**config.mk**
```make
export PLATFORM = sky130hd
export DESIGN_NAME = seq_pattern_generator
export DESIGN_NICKNAME = d
export VERILOG_FILES = /design/src/rtl/seq_pattern_generator.sv
export SDC_FILE = /design/constraint.sdc
export NUM_CORES = 1
export LEC_CHECK = 0
export CAP_MARGIN = 20
export CORE_ASPECT_RATIO = 0.7
export CORE_MARGIN = 4
export CORE_UTILIZATION = 58
export DETAILED_ROUTE_END_ITERATION = 16
export GPL_TIMING_DRIVEN = 1
export PLACE_DENSITY = 0.88
export SLEW_MARGIN = 20
export SYNTH_ARGS = -nofsm -noshare
export SYNTH_HDL_FRONTEND = slang
export SYNTH_SLANG_ARGS = --single-unit
```
**constraint.sdc**
```tcl
create_clock -name clk -period 6.1 [get_ports clk]
set_input_delay 0.915 -clock clk [delete_from_list [all_inputs] [get_ports clk]]
set_output_delay 0.915 -clock clk [all_outputs]
set_load 0.01 [all_outputs]
```
**src/rtl/seq_pattern_generator.sv**
```systemverilog
// Serial pattern transmitter: latches a parallel pattern and shifts it out MSB-first,
// repeating it repeat_cnt times (0 = until stop) with an optional idle gap between repetitions.
module seq_pattern_generator #(
  parameter  int MAX_LEN = 16,
  parameter  int CNT_W   = 8,
  parameter  int GAP     = 0,
  localparam int LEN_W   = $clog2(MAX_LEN + 1)
) (
  input  logic               clk,
  input  logic               rst,
  input  logic               start,
  input  logic               stop,
  input  logic [MAX_LEN-1:0] pattern,
  input  logic [LEN_W-1:0]   len,
  input  logic [CNT_W-1:0]   repeat_cnt,
  output logic               dout,
  output logic               dout_valid,
  output logic               frame_start,
  output logic               busy,
  output logic               done,
  output logic               err
);

  localparam logic [1:0] S_IDLE = 2'd0;
  localparam logic [1:0] S_SEND = 2'd1;
  localparam logic [1:0] S_GAP  = 2'd2;
  localparam logic [7:0] GAP_LAST = 8'(GAP > 0 ? GAP - 1 : 0);

  logic [1:0]         state_q, state_d;
  logic [MAX_LEN-1:0] pat_q, pat_d;
  logic [LEN_W-1:0]   len_q, len_d;
  logic [LEN_W-1:0]   idx_q, idx_d;
  logic [CNT_W-1:0]   rep_q, rep_d;
  logic               cont_q, cont_d;
  logic [7:0]         gap_q, gap_d;
  logic               dout_q, dout_d, vld_q, vld_d, fs_q, fs_d;
  logic               busy_q, busy_d, done_q, done_d, err_q, err_d;

  logic len_ok, last_rep;

  function automatic logic pick(input logic [MAX_LEN-1:0] p, input logic [LEN_W-1:0] i);
    logic [MAX_LEN-1:0] s;
    s = p >> i;
    return s[0];
  endfunction

  assign len_ok   = (len != '0) && (len <= LEN_W'(MAX_LEN));
  assign last_rep = !cont_q && (rep_q == CNT_W'(1));

  always_comb begin
    state_d = state_q;
    pat_d   = pat_q;
    len_d   = len_q;
    idx_d   = idx_q;
    rep_d   = rep_q;
    cont_d  = cont_q;
    gap_d   = gap_q;
    dout_d  = 1'b0;
    vld_d   = 1'b0;
    fs_d    = 1'b0;
    busy_d  = 1'b0;
    done_d  = 1'b0;
    err_d   = 1'b0;
    case (state_q)
      S_IDLE: begin
        // stop outranks start; an illegal length only flags err
        if (start && !stop) begin
          if (len_ok) begin
            state_d = S_SEND;
            pat_d   = pattern;
            len_d   = len;
            rep_d   = repeat_cnt;
            cont_d  = (repeat_cnt == '0);
            idx_d   = len - 1'b1;
            dout_d  = pick(pattern, len - 1'b1);
            vld_d   = 1'b1;
            fs_d    = 1'b1;
            busy_d  = 1'b1;
          end else begin
            err_d = 1'b1;
          end
        end
      end
      S_SEND: begin
        if (stop) begin
          state_d = S_IDLE;
        end else if (idx_q != '0) begin
          idx_d  = idx_q - 1'b1;
          dout_d = pick(pat_q, idx_q - 1'b1);
          vld_d  = 1'b1;
          busy_d = 1'b1;
        end else if (last_rep) begin
          state_d = S_IDLE;
          done_d  = 1'b1;
        end else begin
          if (!cont_q) rep_d = rep_q - 1'b1;
          if (GAP > 0) begin
            state_d = S_GAP;
            gap_d   = GAP_LAST;
            busy_d  = 1'b1;
          end else begin
            idx_d  = len_q - 1'b1;
            dout_d = pick(pat_q, len_q - 1'b1);
            vld_d  = 1'b1;
            fs_d   = 1'b1;
            busy_d = 1'b1;
          end
        end
      end
      S_GAP: begin
        if (stop) begin
          state_d = S_IDLE;
        end else if (gap_q == '0) begin
          state_d = S_SEND;
          idx_d   = len_q - 1'b1;
          dout_d  = pick(pat_q, len_q - 1'b1);
          vld_d   = 1'b1;
          fs_d    = 1'b1;
          busy_d  = 1'b1;
        end else begin
          gap_d  = gap_q - 1'b1;
          busy_d = 1'b1;
        end
      end
      default: state_d = S_IDLE;
    endcase
  end

  always_ff @(posedge clk or posedge rst) begin
    if (rst) begin
      state_q <= S_IDLE;
      pat_q   <= '0;
      len_q   <= '0;
      idx_q   <= '0;
      rep_q   <= '0;
      cont_q  <= 1'b0;
      gap_q   <= '0;
      dout_q  <= 1'b0;
      vld_q   <= 1'b0;
      fs_q    <= 1'b0;
      busy_q  <= 1'b0;
      done_q  <= 1'b0;
      err_q   <= 1'b0;
    end else begin
      state_q <= state_d;
      pat_q   <= pat_d;
      len_q   <= len_d;
      idx_q   <= idx_d;
      rep_q   <= rep_d;
      cont_q  <= cont_d;
      gap_q   <= gap_d;
      dout_q  <= dout_d;
      vld_q   <= vld_d;
      fs_q    <= fs_d;
      busy_q  <= busy_d;
      done_q  <= done_d;
      err_q   <= err_d;
    end
  end

  assign dout        = dout_q;
  assign dout_valid  = vld_q;
  assign frame_start = fs_q;
  assign busy        = busy_q;
  assign done        = done_q;
  assign err         = err_q;

endmodule

```
After elaboration in Yosys (flattened, before gate mapping):

Cells that the tools add are included.

* register bits after elaboration: 51
* input port bits: 33
* output and inout bits: 6

* shifts and indexed selects: 3
* $lt $le $gt $ge: 1
* add/sub/neg operators: 5
* reductions and logical operators: 17
* bitwise logic cells: 2
* multiplexer cells: 51
* equality and inequality tests: 15

Operators by type and width (count)
* $mux 8: 6
* $shr 16x5->1: 3
* $mux 5: 7
* $mux 1: 24
* $logic_not 8->1: 2
* $ne 2x2->1 const B: 8
* $pmux 8 s2: 1
* $sub 8x1->8 const B: 2
* $pmux 5 s3: 1
* $sub 5x1->5 const B: 3
* $mux 2: 7
* $reduce_and 7->1: 2
* $ne 3x3->1 const B: 4
* $pmux 1 s3: 4
* $reduce_bool 5->1: 2
* $eq 8x1->1 const B: 1
* $pmux 2 s3: 1
* $reduce_and 3->1: 2
* $le 5x5->1 const B: 1
* $reduce_and 5->1: 1
* $logic_and 1x1->1: 3
* $reduce_bool 3->1: 1
* $eq 2x1->1 const B: 1
* $eq 2x2->1 const B: 1
* 4 further kinds: 6

Longest topological paths before layout:

* depth in word-level cells: 6
* gate-level depth with buffers: 9

Worst setup path after synthesis:

Ideal clock, no wire load.

* path type: in2reg
* start: input port len[0]
* end: register dout_q, in the netlist dout
* required time: 5972 ps
* library setup time: 128 ps
* stages on the path: 7
* arrival: 2656 ps
* buffers on the path: 1
* path slack: 3316 ps
* path through: clkbuf_1 -> inv_1 -> ha_1 -> mux4_2 -> mux2_2 -> a32oi_1 -> nand3_1

* word-level cells in the longest chain between the ends: 5
* elaborated cells on any way between the ends: 8

RTL lines
* start, declared: line 14 `input logic [LEN_W-1:0] len,`
* $sub 5x1->5, or another cell as far along: line 75 `dout_d = pick(pattern, len - 1'b1);`
* $shr 16x5->1 or $logic_and 1x1->1 (tied branches): line 43, 47
* $mux 1 *: line 68 `if (len_ok) begin`
* $mux 1 *: line 67 `if (start && !stop) begin`
* $pmux 1 s3 *: line 64 `case (state_q)`
* via dout_d: line 36 `logic dout_q, dout_d, vld_q, vld_d, fs_q, fs_d;`
* end signal, assigned: line 152 `dout_q <= dout_d;`
* end, declared: line 36

Mark *: on every way through the listed nets, which the timed path passes. The rest lies on a longest branch.
A chain may end at the register's enable or synchronous reset.

Worst setup path after layout:

* start: input port len[0]
* end: register pat_q[7]

* word-level cells in the longest chain between the ends: 3
* elaborated cells on any way between the ends: 4

RTL lines
* $le 5x5->1 or $reduce_bool 5->1 (tied branches): line 47 `assign len_ok = (len != '0) && (len <= LEN_W'(MAX_LEN));`
* $logic_and 1x1->1 *: line 47
* $reduce_and 3->1 (no line) *
* end signal, assigned: line 146 `pat_q <= pat_d;`
* end, declared: line 30 `logic [MAX_LEN-1:0] pat_q, pat_d;`

Mark *: on every way between the ends. The rest lies on a longest branch, timed or not.

==> metrics.md <==
| Metric | Value |
|---|---|
| Max Freq | `297 MHz` |
| First-pass GRT wire length | `9.74 mm` |
| Number of placement rows | `19` |
| Postcts setup bufs | `0` |
| Max_cap viols | `0` |
| Reg-to-reg setup timing slack | `3.65 ns` |
| Core area | `4040 um2` |
| Hold Fails Final Rpt | `0` |
| Crit path DAT | `approximately 3.6 ns` |
| Drt initial violations | `156` |
| CTS tree | `done` |
| R2R cell count | `6` |
| DRC errors left | `0` |
| Worst-path clk slew | `0.08 ns` |
| Drt first pass iters | `4` |
| Worst Setup EP | `pat_q[7]` |
| Leak | `between 1 and 1.5 nW` |
| Starting Density | `0.620` |
| Worst-path cell chain | `clkdlybuf4s50_1 > inv_1 > ha_1 > nor3b_2 > xnor2_1 > nand2_1 > mux2_2` |
| Setup crit end kind | `flop` |
| EDFF count, synth | `0` |
| Final period util | `0.552` |
| Cell variety after synth | `47` |
| Cell Area, Placed | `2900 um2` |
| Syn Inst Count | `between 200 and 250` |
| Vias | `2004` |
| CTS Sinks | `41` |
| Fin Clk Skew | `~0.0048 ns` |
| Initial antenna violation count | `0` |
| #FFs+latches synth | `slightly above 40` |
| Area grow syn2layout | `19.9%` |
| Met3 usage | `0.0830` |
| Hold buffer count at CTS | `0` |
| Die X | `around 87 um` |
| Worst VDD drop | `around 0.24 mV` |
| Fin Setup TNS | `0 ns` |
| Port bufs | `38` |
| Post-CTS sizing | `0` |
| HPWL after detailed placement | `4.30 mm` |
| Top FF cell, synth | `dfrtp_1` |
| Kind of critical path | `in -> reg` |
| Seq/Total Area, Yosys | `0.409` |
| Final wirelength | `a little under 6 mm` |
| Vias/cell | `6.34` |
| Clock period minus worst slack | `3.37 ns` |
| ANT nets after route | `0` |
| Mapped Area | `2510 um2` |
| Skew-Pair Late Insertion Delay | `~0.31 ns` |
| RSZ-0062 raised after global routing | `no` |
| Worst R2R Start | `len_q[0]` |
| Die Span Y | `63.0 um` |
| GR Overflow Total | `0` |
| H-tree levels | `2` |
| Setup ws final | `2.73 ns` |
| Worst-path maximum fanout | `24` |
| Final Instance Area | `3000 um2` |
| Synth Area per Inst | `10.9 um2` |
| Post-placement worst setup slack | `2.45 ns` |
| Met2 Usage GRT | `0.324` |
| CTS buffer count | `5` |
| Rel. slew slack | `0.354` |
| Io pins | `39` |
| Worst Tran Pin Value | `0.967 ns` |
| CTS root buf | `clkbuf_8` |
| Pwr Total | `0.000981 W` |
| Gpl congestion | `0.848` |
| Vias in the first global route | `1853` |
| Met1 global-route usage | `0.356` |
| Synth Net Count | `268` |
| Slew Viols, Final | `0` |
| Worst Hold Class | `reg -> reg` |
| NumNets Final | `about 300` |
| Pwr/cell area | `327 nW/um2` |
| # setup viols final | `0` |
| Antenna diodes | `0` |
| CP max stage cell | `clkdlybuf4s50_1` |
| FFs w/ async S/R, synth | `1.00` |
| Pin count of the biggest net entering global routing | `42` |
| Worst path max stage delay | `about 0.7 ns` |
| Gr usage total | `0.237` |
| WL/cell | `about 19 um` |
| RR Endpoint | `dout` |
| YS warnings | `0` |
| Status | `completed` |
| Die ar. | `roughly 5500 um2` |
| Clock buffer depth | `2` |
| Crit path required time | `6.29 ns` |
| Most Crowded Layer GR | `met1` |
| CP startpoint | `len[0]` |
| Layout cells sized above 1 | `0.193` |
| Fill cell count | `287` |
| Crit start category | `primary input` |
-- cells by family after synthesis --
group,Yosys count,synth area share
flops,41,0.409
fa+ha+maj,6,0.0300
simple gates,66,0.143
buf+inv,24,0.0404
compound gates,46,0.123
mux,36,0.219
xor+xnor,10,0.0349
-- synth_stat cells, types with 2 or more instances --
master | instances | area, um2
a21oi_1 | 15 | 75.1
a31oi_1 | 3 | 18.8
and3_1 | 3 | 18.8
buf_2 | 3 | 15.0
buf_4 | 2 | 15.0
clkbuf_1 | 7 | 26.3
dfrtp_1 | 41 | 1030
ha_1 | 6 | 75.1
inv_1 | 12 | 45.0
mux2_2 | 20 | 225
mux2i_1 | 3 | 30.0
mux4_2 | 13 | 293
nand2_1 | 17 | 63.8
nand3_1 | 2 | 10.0
nand4_1 | 2 | 12.5
nor2_1 | 17 | 63.8
nor3_1 | 8 | 40.0
nor4_1 | 3 | 18.8
nor4b_1 | 2 | 17.5
o21ai_0 | 8 | 40.0
o21ai_1 | 7 | 35.0
o22a_1 | 2 | 17.5
xnor2_1 | 6 | 52.6
xor2_1 | 4 | 35.0
-- power by group --
group          switching [W]  internal, W  total, W
Clock              0.0000983     0.000102  0.000201
Combinational       0.000159     0.000204  0.000363
Sequential         0.0000787     0.000339  0.000418
Total               0.000336     0.000645  0.000981
-- per-stage QoR --
step / utilization / cells / hold slack, ns
2_1_floorplan: - / 229 / 0.472
5_1_grt: 0.743 / 316 / 0.558
4_1_cts: 0.743 / 316 / 0.535
3_5_place_dp: 0.718 / 308 / 0.517
6_report: 0.743 / 316 / 0.539
3_3_place_gp: 0.718 / 308 / 0.502
-- cells in the final DEF (no fill, tap or decap), types with 2 or more instances in the layout --
cell type         n
dfrtp_1          41
clkdlybuf4s50_1  38
mux2_2           20
nor2_1           17
nand2_1          17
a21oi_1          15
mux4_2           13
inv_1            12
nor3_1            8
o21ai_0           8
o21ai_1           7
clkbuf_8          7
xnor2_1           6
ha_1              6
xor2_1            4
a31oi_1           3
and3_1            3
nor4_1            3
mux2i_1           3
o22a_1            2
nand3_1           2
nand4_1           2
nor4b_1           2
-- layout make-up --
cell class              count  area (um2)  area share
well taps                  52        65.1      0.0217
inverters                  12        45.0      0.0150
repair buffers             39         388       0.129
clock buffers               7        96.3      0.0321
multi-input cells         164        1380       0.459
flip-flops and latches     41        1030       0.342
clock inverters             1        5.00     0.00167
-- layer usage --
| layer | routed length, um | up-vias |
|---|---|---|
| li1 | - | 913 |
| met4 | 63 | 0 |
| met2 | 2700 | 76 |
| met1 | 2650 | 1009 |
| met5 | 0 | - |
| met3 | 455 | 6 |
-- how the worst min path moves through the flow --
| stage | from | end | slack (ns) | depth (start not counted) |
|---|---|---|---|---|
| finish | pat_q[12] | pat_q[12] | 0.54 | 1 |
| detailed placement | pat_q[12] | pat_q[12] | 0.52 | 1 |
| floorplan | len_q[1] | len_q[1] | 0.47 | 2 |
| CTS | pat_q[12] | pat_q[12] | 0.53 | 1 |
| global route | pat_q[12] | pat_q[12] | 0.56 | 1 |
| global placement | rep_q[7] | rep_q[7] | 0.50 | 1 |
-- registers in the layout, summed over array words and instances, names as in the netlist --
name         count
rep_q            8
idx_q            5
err              1
state_q          1
frame_start      1
busy             1
dout             1
len_q            5
pat_q           16
done             1
cont_q           1
-- worst max-delay path, delay by kind of cell --
family | cells | cell delay (ns)
xor+xnor | 1 | 0.24
fa+ha+maj | 1 | 0.24
buf+inv | 2 | 0.84
mux | 1 | 0.52
simple gates | 2 | 0.79
Power figures use the tool's default switching activity.
